`src/rtl/alu_pkg.sv`:
```
// Shared ALU definitions: opcode encoding and the command sequencer FSM states.
// Used by the combinational alu, alu_cmd_sequencer and their benches.
package alu_pkg;

  typedef logic [2:0] alu_op_t;

  localparam alu_op_t ALU_ADD = 3'b000;
  localparam alu_op_t ALU_SUB = 3'b001;
  localparam alu_op_t ALU_AND = 3'b010;
  localparam alu_op_t ALU_OR  = 3'b011;
  localparam alu_op_t ALU_XOR = 3'b100;
  localparam alu_op_t ALU_SLT = 3'b101;
  localparam alu_op_t ALU_SLL = 3'b110;
  localparam alu_op_t ALU_SRL = 3'b111;

  typedef enum logic [1:0] {
    ST_IDLE  = 2'd0,
    ST_ISSUE = 2'd1,
    ST_RESP  = 2'd2
  } seq_state_t;

endpackage

```
`src/rtl/alu_cmd_fifo.sv`:
```
// Circular-buffer command FIFO with full/empty flags and an occupancy count.
// DEPTH must be a power of two so the pointers wrap by natural overflow.
module alu_cmd_fifo #(
  parameter int DEPTH = 4,
  parameter int WIDTH = 8,
  localparam int AW = $clog2(DEPTH),
  localparam int CW = AW + 1
) (
  input  logic             clk,
  input  logic             rst_n,
  input  logic             push,
  input  logic [WIDTH-1:0] push_data,
  input  logic             pop,
  output logic [WIDTH-1:0] pop_data,
  output logic             full,
  output logic             empty,
  output logic [CW-1:0]    count
);

  logic [WIDTH-1:0] mem [DEPTH];
  logic [AW-1:0]    wr_ptr;
  logic [AW-1:0]    rd_ptr;
  logic             do_push;
  logic             do_pop;

  // A full FIFO refuses pushes even when a pop happens in the same cycle.
  assign full     = (count == CW'(DEPTH));
  assign empty    = (count == '0);
  assign do_push  = push && !full;
  assign do_pop   = pop && !empty;
  assign pop_data = mem[rd_ptr];

  // Storage write; contents need no reset since count guards every read.
  always_ff @(posedge clk) begin
    if (do_push) mem[wr_ptr] <= push_data;
  end

  // Pointer and occupancy bookkeeping.
  always_ff @(posedge clk or negedge rst_n) begin
    if (!rst_n) begin
      wr_ptr <= '0;
      rd_ptr <= '0;
      count  <= '0;
    end else begin
      if (do_push) wr_ptr <= wr_ptr + AW'(1);
      if (do_pop)  rd_ptr <= rd_ptr + AW'(1);
      case ({do_push, do_pop})
        2'b10:   count <= count + CW'(1);
        2'b01:   count <= count - CW'(1);
        default: count <= count;
      endcase
    end
  end

endmodule

```
`src/rtl/alu_cmd_sequencer.sv`:
```
// Buffers ALU commands, issues them one at a time on registered alu_* outputs,
// and returns each result with its tag on a valid/ready response port.
// Optional build macro: ALU_SEQ_STATS_EN adds handshake statistics counters.
//
// Handshakes: a transfer happens on a rising edge where valid and ready are
// both 1; a valid side keeps its payload stable until that edge.
module alu_cmd_sequencer
  import alu_pkg::*;
#(
  parameter int DATA_W = 32,
  parameter int DEPTH  = 4,
  parameter int TAG_W  = 4
) (
  input  logic              clk,
  input  logic              rst_n,
  input  logic              cmd_valid,
  output logic              cmd_ready,
  input  alu_op_t           cmd_opcode,
  input  logic [DATA_W-1:0] cmd_a,
  input  logic [DATA_W-1:0] cmd_b,
  input  logic [TAG_W-1:0]  cmd_tag,
  output logic              resp_valid,
  input  logic              resp_ready,
  output logic [DATA_W-1:0] resp_result,
  output logic              resp_zero,
  output logic [TAG_W-1:0]  resp_tag,
  output logic [DATA_W-1:0] alu_a,
  output logic [DATA_W-1:0] alu_b,
  output alu_op_t           alu_opcode,
  input  logic [DATA_W-1:0] alu_result,
  input  logic              alu_zero,
  output logic              busy
`ifdef ALU_SEQ_STATS_EN
  ,
  input  logic              stat_clr,
  output logic [31:0]       stat_ops,
  output logic [31:0]       stat_zero
`endif
);

  localparam int FW = 3 + 2 * DATA_W + TAG_W;
  localparam int CW = $clog2(DEPTH) + 1;

  seq_state_t        state;
  seq_state_t        state_nxt;
  logic              fifo_pop;
  logic              fifo_full;
  logic              fifo_empty;
  logic [CW-1:0]     fifo_count;
  logic [FW-1:0]     fifo_rdata;
  logic [TAG_W-1:0]  tag_q;

  alu_cmd_fifo #(
    .DEPTH (DEPTH),
    .WIDTH (FW)
  ) u_fifo (
    .clk       (clk),
    .rst_n     (rst_n),
    .push      (cmd_valid),
    .push_data ({cmd_opcode, cmd_a, cmd_b, cmd_tag}),
    .pop       (fifo_pop),
    .pop_data  (fifo_rdata),
    .full      (fifo_full),
    .empty     (fifo_empty),
    .count     (fifo_count)
  );

  assign cmd_ready = !fifo_full;

  // FSM state register.
  always_ff @(posedge clk or negedge rst_n) begin
    if (!rst_n) state <= ST_IDLE;
    else        state <= state_nxt;
  end

  // Next-state: ISSUE always lasts one cycle; RESP waits for the consumer.
  always_comb begin
    state_nxt = state;
    case (state)
      ST_IDLE:  if (!fifo_empty) state_nxt = ST_ISSUE;
      ST_ISSUE: state_nxt = ST_RESP;
      ST_RESP:  if (resp_ready) state_nxt = fifo_empty ? ST_IDLE : ST_ISSUE;
      default:  state_nxt = ST_IDLE;
    endcase
  end

  // FSM outputs: pop the head when idle, or when the held response retires.
  always_comb begin
    fifo_pop = 1'b0;
    case (state)
      ST_IDLE: fifo_pop = !fifo_empty;
      ST_RESP: fifo_pop = resp_ready && !fifo_empty;
      default: fifo_pop = 1'b0;
    endcase
  end

  assign busy = (state != ST_IDLE) || (fifo_count != '0);

  // Issue registers: load the popped command, otherwise hold the last one.
  always_ff @(posedge clk or negedge rst_n) begin
    if (!rst_n) begin
      alu_a      <= '0;
      alu_b      <= '0;
      alu_opcode <= ALU_ADD;
      tag_q      <= '0;
    end else if (fifo_pop) begin
      alu_opcode <= fifo_rdata[FW-1 -: 3];
      alu_a      <= fifo_rdata[TAG_W+DATA_W +: DATA_W];
      alu_b      <= fifo_rdata[TAG_W +: DATA_W];
      tag_q      <= fifo_rdata[TAG_W-1:0];
    end
  end

  // Response registers: capture at the end of ISSUE, retire on handshake.
  always_ff @(posedge clk or negedge rst_n) begin
    if (!rst_n) begin
      resp_valid  <= 1'b0;
      resp_result <= '0;
      resp_zero   <= 1'b0;
      resp_tag    <= '0;
    end else if (state == ST_ISSUE) begin
      resp_valid  <= 1'b1;
      resp_result <= alu_result;
      resp_zero   <= alu_zero;
      resp_tag    <= tag_q;
    end else if (state == ST_RESP && resp_ready) begin
      resp_valid  <= 1'b0;
    end
  end

`ifdef ALU_SEQ_STATS_EN
  logic resp_fire;
  assign resp_fire = resp_valid && resp_ready;

  // Saturating handshake counters; clear wins over a same-cycle increment.
  always_ff @(posedge clk or negedge rst_n) begin
    if (!rst_n) begin
      stat_ops  <= '0;
      stat_zero <= '0;
    end else if (stat_clr) begin
      stat_ops  <= '0;
      stat_zero <= '0;
    end else if (resp_fire) begin
      if (stat_ops != '1) stat_ops <= stat_ops + 32'd1;
      if (resp_zero && stat_zero != '1) stat_zero <= stat_zero + 32'd1;
    end
  end
`endif

endmodule

```
`config.mk`:
```
export PLATFORM = sky130hd
export DESIGN_NAME = alu_cmd_sequencer
export DESIGN_NICKNAME = d
export VERILOG_FILES = /design/src/rtl/alu_pkg.sv /design/src/rtl/alu_cmd_fifo.sv /design/src/rtl/alu_cmd_sequencer.sv
export SDC_FILE = /design/constraint.sdc
export NUM_CORES = 1
export LEC_CHECK = 0
export ABC_AREA = 1
export CAP_MARGIN = 20
export CORE_MARGIN = 2
export CORE_UTILIZATION = 25
export CTS_CLUSTER_SIZE = 12
export DETAILED_ROUTE_END_ITERATION = 8
export HOLD_SLACK_MARGIN = 0.15
export MAX_ROUTING_LAYER = met4
export SYNTH_ARGS = -nofsm -noshare
export SYNTH_HDL_FRONTEND = slang
export SYNTH_SLANG_ARGS = --single-unit
```
`constraint.sdc`:
```
create_clock -name clk -period 11.6 [get_ports clk]
set_clock_uncertainty 0.15 [all_clocks]
set_input_delay 2.32 -clock clk [delete_from_list [all_inputs] [get_ports clk]]
set_output_delay 2.32 -clock clk [all_outputs]
set_load 0.01 [all_outputs]
```
==> qor.csv, run 1 <==
metric,value,unit
synth_top_area_cell,edfxtp_1,
cts_tree,yes,
period_share,0.4195,
grt_first_pass_wirelength,64140,um
core_area,65630,um2
wl_met2,19680,um
drive_above_1_share,0.05104,
dr.pass1.iters,5,
cts_resized,0,
avgSynthCellArea,10.10,um2
wire_per_inst,15.11,um
rr_worst_depth,7,
syn_area,16540,um2
cts_root_buf,clkbuf_16,
area_delta_synth_final,27.57,%
synthDistinctLibCells,20,
routed_via_density,4.052,
rsz0062_at_grt,false,
vias,11140,
worstMarginPinSlew,982.6,ps
dp_hpwl,24530,um
postRouteAntennaNets,0,
hold_viol,0,
die_w,261.2,um
ys_seq_area_frac,0.6942,
wl_met3,2382,um
fmax,205.5,MHz
cts_sinks,402,
io_pins,215,
io_buffers,214,
period_needed,4867,ps
drv_slew,0,
antenna_found_initial,5,
gp_congestion,0.7629,
row_count,94,
pwr_density_cell,265.4,nW/um2
nets,1958,
peakVddDrop,0.1484,mV
dieHeight,261.2,um
synth.yosys.warnings,0,
synth_top_cell_area_share,0.5157,
slowest_delay,500,ps
crit_chain,inv_2 > nand2_1 > or2_2 > clkdlybuf4s50_1,
fill_cells,6582,
worstSetupPathDepth,4,
drcViolationCount,0,
highest_layer,met4,
cpLargestDelayFamily,buffers and inverters,
maxSlewHeadroom,0.3449,
worstPathRequired,9130,ps
synthTopCellsByArea,"edfxtp_1, dfrtp_1, nand2_1, inv_1, nand3_1",
worstSetupPathType,reg -> out,
grtUsageTotal,0.1257,
utilization,0.3215,
syn-num-nets,1751,
end_kind,output port,
netlist_instances,1637,
hp-class,reg -> reg,
fin_tns_setup,0,ps
p_leak,9.536,nW
hold_depth,1,
die_area,68230,um2
ys_ff_latch,402,
start_kind,flip-flop,
clk_pin_slew,60,ps
worst_skew_pair.late_latency,560,ps
htreeDepth,2,
clock_path_buffers,3,
setup_viol_count_final,0,
critPathBufInv,2,
cts_setup_buffers,0,
numCtsBuffers,46,
wl_met1,18620,um
first_global_vias,11290,
outcome,"complete, no violations",
cp_max_fo,40,
cap_violations,0,
arrival,2400,ps
routed_wl,41540,um
grt-ovfl-total,0,
grt_max_degree,85,
initial_core_util,0.2520,
hold_buffers,0,
power.total,5.599,mW
drt-initial-drc-count,650,
cp_slowest_cell,inv_2,
per-layer routing:
layer,vias to the layer above,track usage
li1,5504,-
met4,0,0.03741
met3,64,0.02681
met5,-,-
met1,5295,0.1562
met2,280,0.2058
placed cells by master (no fill, tap or decap), drive strengths merged, types with 2 or more instances in the layout:
| cell | instances |
|---|---|
| edfxtp | 284 |
| dfrtp | 118 |
| buf | 19 |
| clkinv | 12 |
| clkbuf | 69 |
| clkdlybuf4s50 | 213 |
| inv | 301 |
| xnor2 | 2 |
| ha | 5 |
| clkinvlp | 2 |
| o21ai | 3 |
| nor2 | 4 |
| diode | 5 |
| bufinv | 3 |
| nand3 | 183 |
| nand2 | 658 |
| xor2 | 2 |
power by group:
| part | leakage [nW] | switching [mW] | internal [mW] |
|---|---|---|---|
| Sequential | 4.04 | 0.203 | 1.98 |
| Combinational | 4.78 | 1.25 | 0.750 |
| Clock | 0.716 | 0.570 | 0.850 |
through the flow:
stage	hold WS [ps]	std cells	setup WS, ps	area, um2
final	314.2	2750	6733	21100
after global routing	341.5	2750	6554	21100
after CTS	317.4	2744	6647	21060
after detailed placement	307.9	2659	6537	19580
after global placement	303.6	2658	6546	19550
after floorplan	291.6	1637	5496	16540
layout make-up:
cell class                 count  area [um2]  area share
clock inverter                16       157.7    0.007472
sequential                   402       11490      0.5445
tap                          864        1081     0.05124
multi-input combinational    860        3582      0.1698
inverter                     302        1139     0.05397
timing repair buffer         232        2318      0.1099
clock buffer                  69        1319     0.06251
antenna                        5       12.51   0.0005931
logic make-up after synthesis:
kind of cell    after synthesis  share of synthesized area
simple gates                846                     0.2062
compound gates                4                   0.001210
xor+xnor                      4                   0.002119
fa+ha+maj                     6                   0.004993
buf+inv                     375                    0.09131
flops                       402                     0.6942
synth_stat cells:
cell type    n
a21oi_1      1
buf_1        9
buf_2       28
buf_4       16
buf_6        1
clkbuf_1    19
dfrtp_1    118
edfxtp_1   284
fa_1         1
ha_1         5
inv_1      297
inv_2        5
nand2_1    657
nand2_2      1
nand3_1    183
nor2_1       4
o21ai_0      3
or2_2        1
xnor2_1      2
xor2_1       2
registers in the layout, indices dropped and copies added (netlist names):
name / flops
u_fifo.mem: 284
state: 2
tag_q: 4
u_fifo.wr_ptr: 2
u_fifo.count: 3
alu_b: 32
resp_zero: 1
resp_valid: 1
resp_result: 32
resp_tag: 4
alu_a: 32
alu_opcode: 3
u_fifo.rd_ptr: 2
worst paths after layout:
| check | start | to | slack (ps) |
|---|---|---|---|
| max | state[1] | busy | 6730 |
| max reg2reg | u_fifo.rd_ptr[0] | alu_a[31] | 8620 |
| min in group asynchronous | rst_n | resp_result[23] | 1520 |
| min | state[1] | state[1] | 310 |
| min reg2reg | state[1] | state[1] | 310 |
| max in group asynchronous | rst_n | u_fifo.rd_ptr[1] | 8680 |
Note: power is estimated with default switching activity, not from simulation.
==> run 2, diff against run 1 <==
==> constraint.sdc (replaced) <==
create_clock -name clk -period 4.85 [get_ports clk]
set_clock_uncertainty 0.15 [all_clocks]
set_input_delay 0.97 -clock clk [delete_from_list [all_inputs] [get_ports clk]]
set_output_delay 0.97 -clock clk [all_outputs]
set_load 0.01 [all_outputs]
==> qor.csv, run 2 (same netlist as run 1, synthesis figures left out) <==
metric,value,unit,change
antenna_found_initial,7,,was 5
worstHoldEndpoint,state[1],,unchanged
vias,11160,,was 11.14k
end_kind,output port,,unchanged
io_buffers,214,,unchanged
dr.pass1.iters,6,,was 5
seqCellArea,11490,um2,unchanged
cap_violations,0,,unchanged
numCtsBuffers,47,,was 46
die_w,261.2,um,unchanged
routed_wl,42400,um,"was 41,540 um"
worstPathRequired,3730,ps,was 9130 ps
peakVddDrop,0.3086,mV,was 0.1484 mV
fin_tns_setup,0,ps,unchanged
grt_use_met2,0.2074,,was 0.2058
hold_depth,1,,unchanged
mostFrequentLayoutCell,nand2_1,,unchanged
start_kind,flip-flop,,unchanged
dpl.cell_count,2657,,"was 2,659"
arrival,2410,ps,was 2400 ps
dp_hpwl,24730,um,"was 24,530 um"
core_area,65630,um2,unchanged
worstMarginPinSlew,1069,ps,was 982.6 ps
routed_via_density,4.056,,was 4.052
io_pins,215,,unchanged
postRouteAntennaNets,0,,unchanged
period_needed,3525,ps,
grt_max_degree,97,,was 85
grtUsageTotal,0.1277,,was 0.1257
multiInputGateArea,3582,um2,unchanged
fill_cells,6598,,"was 6,582"
fmax,283.7,MHz,
cts_resized,0,,unchanged
grt-ovfl-total,0,,unchanged
area_delta_synth_final,27.97,%,was 27.57%
nets,1957,,"was 1,958"
cts_root_buf,clkbuf_16,,unchanged
r2r-end,u_fifo.count[2],,was alu_a[31]
hp-start,state[1],,unchanged
final_cell_mix,"nand2_1, inv_1, edfxtp_1",,unchanged
rsz0062_at_grt,false,,unchanged
setup_viol_count_final,0,,unchanged
regMostFlops,u_fifo.mem,,unchanged
cts_setup_buffers,0,,unchanged
grtUsageMet3,0.03475,,was 0.02681
final-instance-count-excl-fill,2752,,"was 2,750"
htreeDepth,2,,unchanged
cts_sinks,402,,unchanged
dieHeight,261.2,um,unchanged
rr_worst_depth,12,,was 7
cts_tree,yes,,unchanged
drive_above_1_share,0.05316,,was 0.05104
row_count,94,,unchanged
grt_first_pass_wirelength,64800,um,"was 64,140 um"
worst_skew_pair.late_latency,570,ps,was 560 ps
period_share,0.7269,,
clock_path_buffers,3,,unchanged
rrSetupSlack,2030,ps,was 8620 ps
busiest_layer,met2,,unchanged
drt-initial-drc-count,592,,was 650
hold_viol,0,,unchanged
first_global_vias,11150,,was 11.29k
hold_buffers,0,,unchanged
gp_congestion,0.7575,,was 0.7629
initial_core_util,0.2520,,unchanged
outcome,"complete, no violations",,unchanged
largest_reg_flops,284,,unchanged
drv_slew,0,,unchanged
pwr_density_cell,639.3,nW/um2,was 265.4 nW/um2
die_area,68230,um2,unchanged
maxSlewHeadroom,0.2874,,was 0.3449
worstSetupPathType,reg -> out,,unchanged
hp-class,reg -> reg,,unchanged
r2r-start,state[1],,was u_fifo.rd_ptr[0]
p_leak,9.557,nW,was 9.536 nW
wire_per_inst,15.41,um,was 15.11 um
clk_pin_slew,60,ps,about the same
grtUsageMet1,0.1568,,was 0.1562
drcViolationCount,0,,unchanged
cp_max_fo,40,,unchanged
==> run 2: worst max path at each step <==
stage	startpoint	end	slack (ps)	cells past startpoint
after floorplan	cmd_valid	u_fifo.mem[0][0]	100	2
after global placement	cmd_valid	u_fifo.mem[3][27]	1450	4
after detailed placement	cmd_valid	u_fifo.mem[2][64]	1410	4
after CTS	state[1]	busy	1240	4
after global routing	state[1]	busy	1140	4
final	state[1]	busy	1320	4
==> run 2: metal layers <==
layer	vias to the layer above	share of wire	wire length [um]
li1	5514	-	-
met1	5281	0.45	18980
met2	306	0.47	19780
met3	62	0.066	2792
met4	0	0.020	833
met5	-	0	0
==> run 2: final cells by class <==
cell class / instances / share of cell area
antenna: 7 / 0.0008277
clock inverter: 18 / 0.007153
inverter: 302 / 0.05380
timing repair buffer: 230 / 0.1103
tap: 864 / 0.05108
clock buffer: 69 / 0.06479
multi-input combinational: 860 / 0.1693
sequential: 402 / 0.5428
==> run 2: where the power goes <==
group	internal (mW)	switching (mW)	leakage (nW)
registers	4.74	0.452	4.04
logic	1.82	3.07	4.77
clock network	2.07	1.39	0.745
total	8.62	4.91	9.56
==> run 2: worst max-delay path: stages (launching register included) <==
cell and delay (ps):
dfrtp_1 380, inv_2 490, nand2_1 140, or2_2 320
clkdlybuf4s50_1 500
==> run 2: per-stage QoR <==
stage	power [mW]	cell area, um2	util	setup WS, ps	hold WS (ps)
2_1_floorplan	8.124	16540	-	95.85	291.6
6_report	13.53	21160	0.3225	1325	313.4
4_1_cts	13.80	21120	0.3218	1242	319.7
3_3_place_gp	10.13	19600	0.2986	1445	305.0
5_1_grt	14.56	21160	0.3225	1142	346.1
3_5_place_dp	10.24	19600	0.2986	1405	308.7
==> run 3, diff against run 2 <==
==> constraint.sdc (replaced) <==
create_clock -name clk -period 2.9 [get_ports clk]
set_clock_uncertainty 0.15 [all_clocks]
set_input_delay 0.58 -clock clk [delete_from_list [all_inputs] [get_ports clk]]
set_output_delay 0.58 -clock clk [all_outputs]
set_load 0.01 [all_outputs]
==> qor.csv, run 3 (same netlist as run 1, synthesis figures left out) <==
metric,value,unit,change
cts_tree,yes,,unchanged
routed_wl,40970,um,"was 42,400 um"
routed_via_density,4.050,,was 4.056
cts_setup_buffers,0,,unchanged
place_area,19690,um2,"was 19,600 um2"
cap_violations,0,,unchanged
regMostFlops,u_fifo.mem,,unchanged
mostFrequentLayoutCell,nand2_1,,unchanged
htreeDepth,2,,unchanged
final_cell_mix,"nand2_1, inv_1, edfxtp_1",,unchanged
r2r-end,alu_a[10],,was u_fifo.count[2]
antenna_found_initial,2,,was 7
die_area,68230,um2,unchanged
clk_pin_slew,60,ps,about the same
worstHoldEndpoint,resp_zero,,was state[1]
io_pins,215,,unchanged
r2r-start,u_fifo.rd_ptr[0],,was state[1]
hold_buffers,1,,was 0
multiInputGateArea,3582,um2,unchanged
final_area,21170,um2,"was 21,160 um2"
finalHoldWorstSlack,316.1,ps,was 313.4 ps
cts_resized,0,,unchanged
grt_max_degree,145,,was 97
end_kind,output port,,unchanged
dr.pass1.iters,5,,was 6
final-instance-count-excl-fill,2755,,"was 2,752"
fill_cells,6558,,"was 6,598"
grt-ovfl-total,0,,unchanged
maxSlewHeadroom,0.3664,,was 0.2874
io_buffers,214,,unchanged
largest_reg_flops,284,,unchanged
hold_viol,0,,unchanged
cts_root_buf,clkbuf_16,,unchanged
drive_above_1_share,0.05614,,was 0.05316
rrSetupSlack,830,ps,was 2030 ps
initial_core_util,0.2520,,unchanged
drt-initial-drc-count,689,,was 592
postRouteAntennaNets,0,,unchanged
peakVddDrop,0.5836,mV,was 0.3086 mV
worstSetupPathType,reg -> out,,unchanged
drv_slew,0,,unchanged
dp_hpwl,23760,um,"was 24,730 um"
dpl.cell_count,2666,,"was 2,657"
p_leak,9.579,nW,was 9.557 nW
rr_worst_depth,7,,was 12
arrival,2030,ps,was 2410 ps
area_delta_synth_final,28.02,%,was 27.97%
row_count,94,,unchanged
outcome,"complete, no violations",,unchanged
cp_max_fo,3,,was 40
gp_congestion,0.7708,,was 0.7575
pwr_density_cell,1058,nW/um2,was 639.3 nW/um2
power.total,22.41,mW,was 13.53 mW
period_needed,2758,ps,
vias,11160,,about the same
dieHeight,261.2,um,unchanged
drcViolationCount,0,,unchanged
numCtsBuffers,46,,was 47
hp-class,reg -> reg,,unchanged
core_area,65630,um2,unchanged
period_share,0.9511,,
wire_per_inst,14.87,um,was 15.41 um
hold_depth,2,,was 1
start_kind,flip-flop,,unchanged
first_global_vias,11210,,was 11.15k
worstPathRequired,2170,ps,was 3730 ps
fmax,362.6,MHz,
setup_viol_count_final,0,,unchanged
clock_path_buffers,3,,unchanged
grtUsageTotal,0.1235,,was 0.1277
worstMarginPinSlew,950.3,ps,was 1069 ps
die_w,261.2,um,unchanged
nets,1965,,"was 1,957"
grt_first_pass_wirelength,63080,um,"was 64,800 um"
cts_sinks,402,,unchanged
hp-start,resp_zero,,was state[1]
seqCellArea,11490,um2,unchanged
rsz0062_at_grt,false,,unchanged
worst_skew_pair.late_latency,570,ps,about the same
-- run 3: cell types whose count changed in the layout (fill, tap and decap cells not counted), moves of 2 or more --
cell | previous run | this run
buf_12 | 4 | 6
buf_4 | 11 | 18
clkbuf_1 | 13 | 17
clkinv_1 | 4 | 0
diode_2 | 7 | 3
-- run 3: worst max-delay path by stage --
| stage | start | end | slack, ps |
|---|---|---|---|
| finish | u_fifo.count[0] | busy | 140 |
| global route | u_fifo.count[0] | busy | 30 |
| CTS | u_fifo.count[0] | busy | 70 |
| detailed placement | resp_ready | alu_b[29] | 310 |
| global placement | resp_ready | u_fifo.count[2] | 300 |
| floorplan | u_fifo.count[0] | u_fifo.mem[0][0] | -360 |
-- run 3: per-stage QoR --
stage | setup WS [ps] | utilization | TNS, ps
global route | 32.44 | 0.3226 | 0
finish | 141.9 | 0.3226 | 0
global placement | 303.9 | 0.3000 | 0
CTS | 69.72 | 0.3225 | 0
detailed placement | 310.9 | 0.3000 | 0
floorplan | -362.9 | - | -103070
-- run 3: layer usage --
| metal | vias up | routed length, um | global-route usage |
|---|---|---|---|
| met4 | 0 | 997 | 0.04040 |
| met3 | 67 | 2408 | 0.02545 |
| met5 | - | 0 | - |
| met2 | 289 | 19060 | 0.2000 |
| met1 | 5286 | 18500 | 0.1545 |
| li1 | 5517 | - | - |
-- run 3: cell type report --
type | count | share of cell area
repair buffers | 239 | 0.1138
clock buffers | 72 | 0.06430
well taps | 864 | 0.05106
inverters | 302 | 0.05378
multi-input cells | 860 | 0.1692
diodes | 3 | 0.0003546
clock inverters | 13 | 0.004964
flip-flops and latches | 402 | 0.5426
-- run 3: worst max-delay path: stages (launching register included) --
cell and delay, ps:
dfrtp_1 390, inv_1 120, nand3_1 160, or2_2 300, clkdlybuf4s50_1 500
-- run 3: where the power goes --
part / leakage (nW) / total [mW] / internal, mW / switching (mW)
registers: 4.04 / 8.66 / 7.92 / 0.745
clock network: 0.722 / 5.63 / 3.32 / 2.31
logic: 4.82 / 8.12 / 3.07 / 5.05
total: 9.58 / 22.4 / 14.3 / 8.10
